$ cat config.mk
export PLATFORM = sky130hd
export DESIGN_NAME = multi_cycle_issue_arbiter_flat
export DESIGN_NICKNAME = d
export VERILOG_FILES = /design/src/rtl/multi_cycle_issue_arbiter_pkg.sv /design/src/rtl/multi_cycle_issue_arbiter_if.sv /design/src/rtl/multi_cycle_issue_arbiter_rr_arbiter.sv /design/src/rtl/multi_cycle_issue_arbiter.sv /design/src/flat_wrapper.sv
export SDC_FILE = /design/constraint.sdc
export NUM_CORES = 1
export LEC_CHECK = 0
export ABC_AREA = 1
export BUFFER_PORTS_ARGS = -buffer_cell sky130_fd_sc_hd__buf_2
export CAP_MARGIN = 30
export CORE_UTILIZATION = 29
export CTS_BUF_LIST = sky130_fd_sc_hd__clkbuf_16
export DETAILED_ROUTE_END_ITERATION = 10
export PLACE_DENSITY = 0.55
export SYNTH_ARGS = -nofsm -noshare
export SYNTH_HDL_FRONTEND = slang
export SYNTH_SLANG_ARGS = --single-unit
$ cat constraint.sdc
create_clock -name clk -period 2.3 [get_ports clk]
set_input_delay 0.115 -clock clk [delete_from_list [all_inputs] [get_ports clk]]
set_output_delay 0.115 -clock clk [all_outputs]
set_load 0.01 [all_outputs]
$ cat src/rtl/multi_cycle_issue_arbiter_pkg.sv
// Shared types and latency constants for the issue arbiter and the execute stages.
package multi_cycle_issue_arbiter_pkg;
  localparam int THREADS_PER_CORE = 4;
  localparam int MC_LATENCY       = 5;
  localparam int SC_LATENCY       = 1;
  localparam int SUBCYCLE_W       = 4;

  typedef logic [$clog2(THREADS_PER_CORE)-1:0] thread_idx_t;
  typedef logic [SUBCYCLE_W-1:0]               subcycle_t;

  typedef enum logic {
    ARBITRATE = 1'b0,
    SEQUENCE  = 1'b1
  } arb_state_t;
endpackage

$ cat src/rtl/multi_cycle_issue_arbiter_if.sv
// Thread-select to issue-arbiter bundle; master drives requests, slave is the arbiter.
interface multi_cycle_issue_arbiter_if;
  import multi_cycle_issue_arbiter_pkg::*;

  logic [THREADS_PER_CORE-1:0]   ts_request;
  logic [THREADS_PER_CORE-1:0]   ts_multi_cycle;
  subcycle_t [THREADS_PER_CORE-1:0] ts_subcycles;
  logic                          rollback_en;
  thread_idx_t                   rollback_thread_idx;

  // issue_valid qualifies every issue_* field in the same cycle; the execute
  // pipelines always accept, so there is no ready and nothing is held over.
  logic                          issue_valid;
  thread_idx_t                   issue_thread_idx;
  logic                          issue_multi_cycle;
  subcycle_t                     issue_subcycle;
  logic                          mc_busy;

  modport master (
    output ts_request, ts_multi_cycle, ts_subcycles, rollback_en, rollback_thread_idx,
    input  issue_valid, issue_thread_idx, issue_multi_cycle, issue_subcycle, mc_busy
  );

  modport slave (
    input  ts_request, ts_multi_cycle, ts_subcycles, rollback_en, rollback_thread_idx,
    output issue_valid, issue_thread_idx, issue_multi_cycle, issue_subcycle, mc_busy
  );
endinterface

$ cat src/rtl/multi_cycle_issue_arbiter_rr_arbiter.sv
// Round-robin arbiter: one-hot grant searched from rr_ptr, pointer advances past the winner.
module multi_cycle_issue_arbiter_rr_arbiter #(
  parameter int WIDTH = 4
) (
  input  logic             clk,
  input  logic             reset,
  input  logic [WIDTH-1:0] request,
  input  logic             update_en,
  output logic [WIDTH-1:0] grant
);
  localparam int PTR_W = (WIDTH > 1) ? $clog2(WIDTH) : 1;

  logic [PTR_W-1:0] rr_ptr;
  logic [PTR_W-1:0] winner;
  logic [PTR_W-1:0] idx;
  logic             found;

  always_comb begin
    grant  = '0;
    winner = '0;
    idx    = '0;
    found  = 1'b0;
    for (int i = 0; i < WIDTH; i++) begin
      idx = PTR_W'((int'(rr_ptr) + i) % WIDTH);
      if (!found && request[idx]) begin
        found      = 1'b1;
        winner     = idx;
        grant[idx] = 1'b1;
      end
    end
  end

  always_ff @(posedge clk or negedge reset) begin
    if (!reset) begin
      rr_ptr <= '0;
    end else if (update_en && found) begin
      rr_ptr <= (int'(winner) == WIDTH - 1) ? '0 : winner + 1'b1;
    end
  end
endmodule

$ cat src/rtl/multi_cycle_issue_arbiter.sv
// Per-cycle thread issue arbiter with multi-cycle subcycle sequencing.
// Optional MC_WRITEBACK_RESERVE_EN adds the writeback-slot reservation that blocks colliding single-cycle issues.
module multi_cycle_issue_arbiter #(
  parameter int THREADS    = multi_cycle_issue_arbiter_pkg::THREADS_PER_CORE,
  parameter int MC_LATENCY = multi_cycle_issue_arbiter_pkg::MC_LATENCY,
  parameter int SC_LATENCY = multi_cycle_issue_arbiter_pkg::SC_LATENCY
) (
  input  logic                                     clk,
  input  logic                                     reset,
  multi_cycle_issue_arbiter_if.slave               bus,
  output multi_cycle_issue_arbiter_pkg::arb_state_t dbg_state
);
  import multi_cycle_issue_arbiter_pkg::*;

  if (SC_LATENCY < 1 || SC_LATENCY >= MC_LATENCY || THREADS != THREADS_PER_CORE) begin : g_param_check
    $error("multi_cycle_issue_arbiter: need 1 <= SC_LATENCY < MC_LATENCY and THREADS == THREADS_PER_CORE");
  end

  arb_state_t          state, state_nxt;
  thread_idx_t         lock_thread, lock_thread_nxt;
  subcycle_t           counter, counter_nxt;
  subcycle_t           sub_count, sub_count_nxt;
  logic [MC_LATENCY:1] mc_pend, mc_pend_nxt;
  logic [THREADS-1:0]  eligible, grant;
  logic                sc_blocked;
  logic                arb_update;
  thread_idx_t         winner;
  logic                issue_valid, issue_mc;
  thread_idx_t         issue_idx;
  subcycle_t           issue_sub;

`ifdef MC_WRITEBACK_RESERVE_EN
  logic [MC_LATENCY:1] wb_res, wb_res_nxt;

  // Bit SC_LATENCY of the shifted vector: a multi-cycle result lands in the slot we would take.
  assign sc_blocked = wb_res[SC_LATENCY+1];

  always_comb begin
    wb_res_nxt = wb_res >> 1;
    if (issue_valid) begin
      if (issue_mc) wb_res_nxt[MC_LATENCY] = 1'b1;
      else          wb_res_nxt[SC_LATENCY] = 1'b1;
    end
  end

  always_ff @(posedge clk or negedge reset) begin
    if (!reset) wb_res <= '0;
    else        wb_res <= wb_res_nxt;
  end
`else
  assign sc_blocked = 1'b0;
`endif

  always_comb begin
    eligible = '0;
    for (int t = 0; t < THREADS; t++) begin
      eligible[t] = bus.ts_request[t]
                 && !(bus.rollback_en && int'(bus.rollback_thread_idx) == t)
                 && (bus.ts_multi_cycle[t] || !sc_blocked);
    end
  end

  multi_cycle_issue_arbiter_rr_arbiter #(.WIDTH(THREADS)) u_rr (
    .clk       (clk),
    .reset     (reset),
    .request   (eligible),
    .update_en (arb_update),
    .grant     (grant)
  );

  always_comb begin
    winner = '0;
    for (int t = 0; t < THREADS; t++) begin
      if (grant[t]) winner = thread_idx_t'(t);
    end
  end

  always_comb begin
    state_nxt       = state;
    lock_thread_nxt = lock_thread;
    counter_nxt     = counter;
    sub_count_nxt   = sub_count;
    arb_update      = 1'b0;
    issue_valid     = 1'b0;
    issue_idx       = '0;
    issue_mc        = 1'b0;
    issue_sub       = '0;
    case (state)
      ARBITRATE: begin
        arb_update = 1'b1;
        if (|grant) begin
          issue_valid = 1'b1;
          issue_idx   = winner;
          issue_mc    = bus.ts_multi_cycle[winner];
          if (issue_mc && bus.ts_subcycles[winner] != '0) begin
            state_nxt       = SEQUENCE;
            lock_thread_nxt = winner;
            sub_count_nxt   = bus.ts_subcycles[winner];
            counter_nxt     = subcycle_t'(1);
          end
        end
      end
      SEQUENCE: begin
        // A rollback of the locked thread abandons the rest of the operation.
        if (bus.rollback_en && bus.rollback_thread_idx == lock_thread) begin
          state_nxt = ARBITRATE;
        end else begin
          issue_valid = 1'b1;
          issue_idx   = lock_thread;
          issue_mc    = 1'b1;
          issue_sub   = counter;
          if (counter == sub_count) state_nxt   = ARBITRATE;
          else                      counter_nxt = counter + 1'b1;
        end
      end
      default: state_nxt = ARBITRATE;
    endcase
  end

  always_comb begin
    mc_pend_nxt = mc_pend >> 1;
    if (issue_valid && issue_mc) mc_pend_nxt[MC_LATENCY] = 1'b1;
  end

  always_ff @(posedge clk or negedge reset) begin
    if (!reset) begin
      state       <= ARBITRATE;
      lock_thread <= '0;
      counter     <= '0;
      sub_count   <= '0;
      mc_pend     <= '0;
    end else begin
      state       <= state_nxt;
      lock_thread <= lock_thread_nxt;
      counter     <= counter_nxt;
      sub_count   <= sub_count_nxt;
      mc_pend     <= mc_pend_nxt;
    end
  end

  // Issue outputs are combinational, so they are forced low while reset is held.
  assign bus.issue_valid       = reset & issue_valid;
  assign bus.issue_thread_idx  = reset ? issue_idx : '0;
  assign bus.issue_multi_cycle = reset & issue_mc;
  assign bus.issue_subcycle    = reset ? issue_sub : '0;
  assign bus.mc_busy           = |mc_pend;
  assign dbg_state             = state;
endmodule

$ cat src/flat_wrapper.sv
// flat-port wrapper written by rule: the top's interface ports become plain ports
module multi_cycle_issue_arbiter_flat import multi_cycle_issue_arbiter_pkg::*;
#(
  parameter int THREADS    = multi_cycle_issue_arbiter_pkg::THREADS_PER_CORE,
  parameter int MC_LATENCY = multi_cycle_issue_arbiter_pkg::MC_LATENCY,
  parameter int SC_LATENCY = multi_cycle_issue_arbiter_pkg::SC_LATENCY
)
  (clk, reset, dbg_state, bus_ts_request, bus_ts_multi_cycle, bus_ts_subcycles, bus_rollback_en, bus_rollback_thread_idx, bus_issue_valid, bus_issue_thread_idx, bus_issue_multi_cycle, bus_issue_subcycle, bus_mc_busy);
  multi_cycle_issue_arbiter_if bus_i ();
  input  logic clk;
  input  logic reset;
  output multi_cycle_issue_arbiter_pkg::arb_state_t dbg_state;
  input wire logic [$bits(bus_i.ts_request)-1:0] bus_ts_request;
  input wire logic [$bits(bus_i.ts_multi_cycle)-1:0] bus_ts_multi_cycle;
  input wire logic [$bits(bus_i.ts_subcycles)-1:0] bus_ts_subcycles;
  input wire logic [$bits(bus_i.rollback_en)-1:0] bus_rollback_en;
  input wire logic [$bits(bus_i.rollback_thread_idx)-1:0] bus_rollback_thread_idx;
  output wire logic [$bits(bus_i.issue_valid)-1:0] bus_issue_valid;
  output wire logic [$bits(bus_i.issue_thread_idx)-1:0] bus_issue_thread_idx;
  output wire logic [$bits(bus_i.issue_multi_cycle)-1:0] bus_issue_multi_cycle;
  output wire logic [$bits(bus_i.issue_subcycle)-1:0] bus_issue_subcycle;
  output wire logic [$bits(bus_i.mc_busy)-1:0] bus_mc_busy;
  assign bus_i.ts_request = bus_ts_request;
  assign bus_i.ts_multi_cycle = bus_ts_multi_cycle;
  assign bus_i.ts_subcycles = bus_ts_subcycles;
  assign bus_i.rollback_en = bus_rollback_en;
  assign bus_i.rollback_thread_idx = bus_rollback_thread_idx;
  assign bus_issue_valid = bus_i.issue_valid;
  assign bus_issue_thread_idx = bus_i.issue_thread_idx;
  assign bus_issue_multi_cycle = bus_i.issue_multi_cycle;
  assign bus_issue_subcycle = bus_i.issue_subcycle;
  assign bus_mc_busy = bus_i.mc_busy;
  multi_cycle_issue_arbiter #(.THREADS(THREADS), .MC_LATENCY(MC_LATENCY), .SC_LATENCY(SC_LATENCY)) u_core (.clk(clk), .reset(reset), .bus(bus_i), .dbg_state(dbg_state));
endmodule
Yosys cells after proc, flatten, opt, wreduce, memory -nomap -nowiden
Cells that the tools add are included.

Bitwise gates (word level): 6. Equality and inequality tests: 10. Reductions and logical operators: 32. $add $sub $neg: 5. Multiplexer cells: 60. Magnitude comparators: 9.

Operator list (number): $mux W4 (12); $mux W1 (23); $mux W2 (10); $logic_and A1 B1 Y1 (19); $lt A2 B3 Y1 const B (5); $or A4 B4 Y4 (3); $bmux W1 S2 (5); $bmux W4 S2 (1); $demux W1 S2 (4); $ge A2 B1 Y1 const B (4); $pmux W4 S2 (1); $logic_not A1 Y1 (7); $pmux W1 S2 (3); $reduce_or A5 Y1 (1); $add A2 B1 Y2 const B (2); $add A2 B2 Y2 const B (2); $add A4 B1 Y4 const B (1); $eq A2 B1 Y1 const B (2); $eq A2 B2 Y1 const B (2); $eq A4 B4 Y1 (1); $ne A2 B1 Y1 const B (2); $ne A2 B2 Y1 const B (2); $pmux W2 S2 (1); $reduce_and A4 Y1 (1); other kinds (7) (8).

Register bits after elaboration: 18. Input bits: 29. Word-level logic and storage cells: 128. Output and inout port bits: 10.

Depth between registers and ports, before layout
Depth in word-level cells: 26. Gate-level depth with buffers: 22.

Cells and area by module
Synthesis repeated with hierarchy kept, for this count alone.

Cell total of the unflattened synthesis: 259. Area total of the unflattened synthesis: 1690.4 um2.

Modules (own cells, without submodules): multi_cycle_issue_arbiter (area an instance 1149.9 um2, instances 1, cells an instance 167, sequential area each 400.4 um2); multi_cycle_issue_arbiter_rr_arbiter (area an instance 540.5 um2, instances 1, cells an instance 92, sequential area each 50.0 um2).

Least setup slack after synthesis
OpenSTA, ideal clock, no wires.

Kind: register to register. Start: register u_core.u_rr.rr_ptr[0]. End: register u_core.counter[0]. Data arrival time: 2.443 ns. Period minus slack after synthesis: 2.560 ns. Setup slack: -0.260 ns. Cell stages (with the launch flop): 20. Data required time: 2.183 ns. Cells stage by stage: dfrtp_1 inv_2 ha_1 inv_1 nand3_1 nand2_1 nor2_2 a21oi_2 nand2_1 nor2_4 nand2_4 nand2_4 nand2_1 nand2_1 nand2_1 nor2_4 nand2_4 buf_6 nand3_1 nand2_1.

Word-level cells in the longest chain between the ends: 21.

Ends and longest elaborated chain: start, declared (line multi_cycle_issue_arbiter_rr_arbiter.sv:13) `logic [PTR_W-1:0] rr_ptr;`; start signal, assigned (line multi_cycle_issue_arbiter_rr_arbiter.sv:37) `rr_ptr <= (int'(winner) == WIDTH - 1) ? '0 : winner + 1'b1;`; branches (longest 11 deep; another with $lt A2 B3 Y1); $mux W4 (*) (line multi_cycle_issue_arbiter_rr_arbiter.sv:25) `if (!found && request[idx]) begin`; $mux W1 (line multi_cycle_issue_arbiter.sv:74) `if (grant[t]) winner = thread_idx_t'(t);`; $mux W2 (2 in series) (line multi_cycle_issue_arbiter.sv:74); $bmux W4 S2 (line multi_cycle_issue_arbiter.sv:95) `if (issue_mc && bus.ts_subcycles[winner] != '0) begin`; $mux W4 (not written as such) (line multi_cycle_issue_arbiter.sv:95); $reduce_bool A4 Y1 (line multi_cycle_issue_arbiter.sv:95); $logic_and A1 B1 Y1 (line multi_cycle_issue_arbiter.sv:95); $ne A2 B1 Y1 (no source line); $reduce_and A4 Y1 (no source line) (*); end signal, assigned (line multi_cycle_issue_arbiter.sv:135) `counter <= counter_nxt;`; end, declared (line multi_cycle_issue_arbiter.sv:21) `subcycle_t counter, counter_nxt;`.

Every way passes the cells marked *. The select of a mux whose other input is x is not followed. A chain may end at the register's enable or synchronous reset.

Worst setup path after layout
Start: register u_core.u_rr.rr_ptr[0]. End: output port bus_issue_valid.

Word-level cells in the longest chain between the ends: 16.

Ends and longest elaborated chain: branches (longest 11 deep; another with $lt A2 B3 Y1); $mux W4 (*) (line multi_cycle_issue_arbiter_rr_arbiter.sv:25); $reduce_or A4 Y1 (*) (line multi_cycle_issue_arbiter.sv:91) `if (|grant) begin`; $mux W1 (*) (line multi_cycle_issue_arbiter.sv:91); $pmux W1 S2 (*) (line multi_cycle_issue_arbiter.sv:88) `case (state)`; $and A1 B1 Y1 (*) (line multi_cycle_issue_arbiter.sv:142) `assign bus.issue_valid = reset & issue_valid;`; end, declared (line flat_wrapper.sv:18) `output wire logic [$bits(bus_i.issue_valid)-1:0] bus_issue_valid;`.

Marks and branches as above.

==> metrics.txt <==
routed vias/inst 4.60; Mapped Area 1710 sq um; global-route wire length before repair 8340 microns; Max H-tree Level 1; Crit path arrival time 2.48 ns; CTS buffer count 3; core area 5610 sq um; CTS tree built; Final nets 382; Max FO, Critical Path 6; final clock period utilization by the worst path 113%; ys async rst share 100%; Die ar. 6210 sq um; top cell type's share of synthesized area 26.3%; DRT iter0 DRCs 49; status finished with violations; routed wire length 4770 microns; vias in the first global route 1,922; initial antenna violation count 0; initial core utilization 30.5%; DR WL/cell 11.5 microns; total gr overflow 0; max capacitance violation total 0; WHS 0.361 ns; Die X-Extent 78.8 microns; f_max 386 MHz; crit path capture type output pin; CP required 2.18 ns; Slew @ Worst Pin 0.329 ns; Yosys top cell by area dfrtp_1; Distinct cells, synth 33; fill cell count 592; fin. max-slew vios 0; Root Buffer clkbuf_16; Chip Height 78.8 microns; FF+latch area 453 sq um; vias 1,915; Clk Latency, worst-skew pair 0.25 ns; total clock sinks 18; Layout Area Growth over Synthesis 58.7%; most frequent cells in the layout nand2_1 (49), buf_4 (46), buf_2 (38), inv_1 (29); Hold Crit Class input pin to async pin; Fin Clk Skew 0.00404 ns; # port buffers 38; failing checks setup timing; TritonRoute pass-1 iters 4; largest net degree at the start of global routing 21; Placed Cells 386; top post-synthesis cells by area dfrtp_1 (26%), nand2_1 (14%), nand3_1 (8.2%); IO Count 39; Yosys warnings 0; Rel. slew slack 77.8%; commonest non-fill, non-tap cell in the layout nand2_1; routability congestion estimate 0.813; post-synthesis sequential area ratio 26.3%; placed cell areas 2230 sq um; Yosys reg bits 18; multi-input gate area in the final layout 1320 sq um; antenna cells 0; share of layout cells above drive strength 1 49.1%; Syn Nets 287; Crit Path Class flip-flop to output pin; Final min period 2.59 ns; clock-pin slew on the worst setup and hold paths 0.05 ns; Setup WS post-layout -0.292 ns; Final ANT Viol Nets 0; Post-synth EDFFs 0; post-route cell area 2710 sq um; CTS max path bufs 2; top_reg_cell synth dfrtp_1; row cnt 27; number of hold violations in the final report 0; Overall Global Routing Usage 16.7%; Post-Synthesis Cells 250; type of origin of the critical path flip-flop; Avg Cell Area, Syn 6.84 sq um; Post-DP HPWL 3540 microns; Post-Layout Cell Count 416; RSZ-0062 raised after global routing yes; final setup vio count 15; drc violations 0
metal layers:
layer	GRT usage, %	vias up	share of wire, %
met4	5.74	0	1.2
met2	30.2	40	49
li1	-	999	-
met3	2.76	8	4.0
met1	19.9	868	45
met5	0	-	0
sequential cells by signal, summed over array words and instances (netlist names):
| register | flops |
|---|---|
| u_core.u_rr.rr_ptr | 2 |
| u_core.sub_count | 4 |
| u_core.dbg_state | 1 |
| u_core.mc_pend | 5 |
| u_core.counter | 4 |
| u_core.lock_thread | 2 |
stage by stage:
stage | utilization [%] | setup WS, ns | TNS, ns
6_report | 48.4 | -0.292 | -3.20
5_1_grt | 48.4 | -0.452 | -5.95
4_1_cts | 46.0 | -0.277 | -2.59
3_5_place_dp | 39.7 | -0.197 | -1.53
3_3_place_gp | 39.7 | -0.141 | -1.01
2_1_floorplan | - | -0.0676 | -0.503
cell usage after synthesis (2+ instances only):
master,instances
o21ai_1,2
a21oi_1,6
nor2_8,2
nand3b_1,3
nor3_1,5
nor2_2,3
o21ai_0,11
nand3_1,28
nor2_1,18
xor2_1,5
nand4_1,3
nor2_4,3
nand2_1,66
nand2_2,7
ha_1,8
inv_1,33
nand2_4,6
nand3_2,5
inv_2,4
or2_2,2
dfrtp_1,18
worst max-delay path, stage by stage, from the launching register on:
cell and delay [ns]:
dfrtp_2 0.43, inv_4 0.11, ha_4 0.23, inv_4 0.08
nand3_2 0.06, nand2_2 0.08, nor2_4 0.05, a21boi_2 0.17
nand2_2 0.11, nor2_8 0.17, nand2_4 0.09, inv_4 0.06
nand3b_1 0.11, buf_4 0.15, o21bai_1 0.12, inv_1 0.07
buf_2 0.14
cells by family (layout without fill, tap and decap cells):
kind of cell,Yosys count,in the layout,share of synthesized area [%]
AOI/OAI and AO/OA,28,28,9.66
xor gates and xnor gates,5,5,2.56
adders and majority gates,8,8,5.85
buffers and inverters,38,132,8.78
DFF,18,18,26.3
and+or+nand+nor,153,153,46.8
timing repair:
action,4_1_cts,5_1_grt
endpoints found under the hold margin,18,0
endpoints found under the setup margin,15,16
gates cloned,0,0
buffers inserted,19,8
hold buffers,1,0
gates resized for setup,30,23
pin swaps,26,27
cell type report:
class	count	share of cell area (%)
Clock buffer	3	2.77
Clock inverter	1	0.138
Inverter	37	5.39
Multi-Input combinational cell	194	48.8
Sequential cell	18	16.7
Tap cell	72	3.32
Timing Repair Buffer	91	22.9
worst paths after layout:
path / startpoint / endpoint / slack, ns / depth (start not counted)
max in group asynchronous: reset / u_core.u_rr.rr_ptr[0]$_DFFE_PN0P_ / 1.72 / 3
max: u_core.u_rr.rr_ptr[0]$_DFFE_PN0P_ / bus_issue_valid / -0.29 / 16
min: reset / u_core.counter[0]$_DFFE_PN0P_ / 0.36 / 3
max reg2reg: u_core.u_rr.rr_ptr[0]$_DFFE_PN0P_ / u_core.counter[1]$_DFFE_PN0P_ / -0.26 / 21
min reg2reg: u_core.mc_pend[4]$_DFF_PN0_ / u_core.mc_pend[3]$_DFF_PN0_ / 0.38 / 0
min in group clk: u_core.mc_pend[4]$_DFF_PN0_ / u_core.mc_pend[3]$_DFF_PN0_ / 0.38 / 0
Power is left out: the tool's default activity adds up to more than one toggle a clock period on the data nets, which glitch-free logic cannot reach.
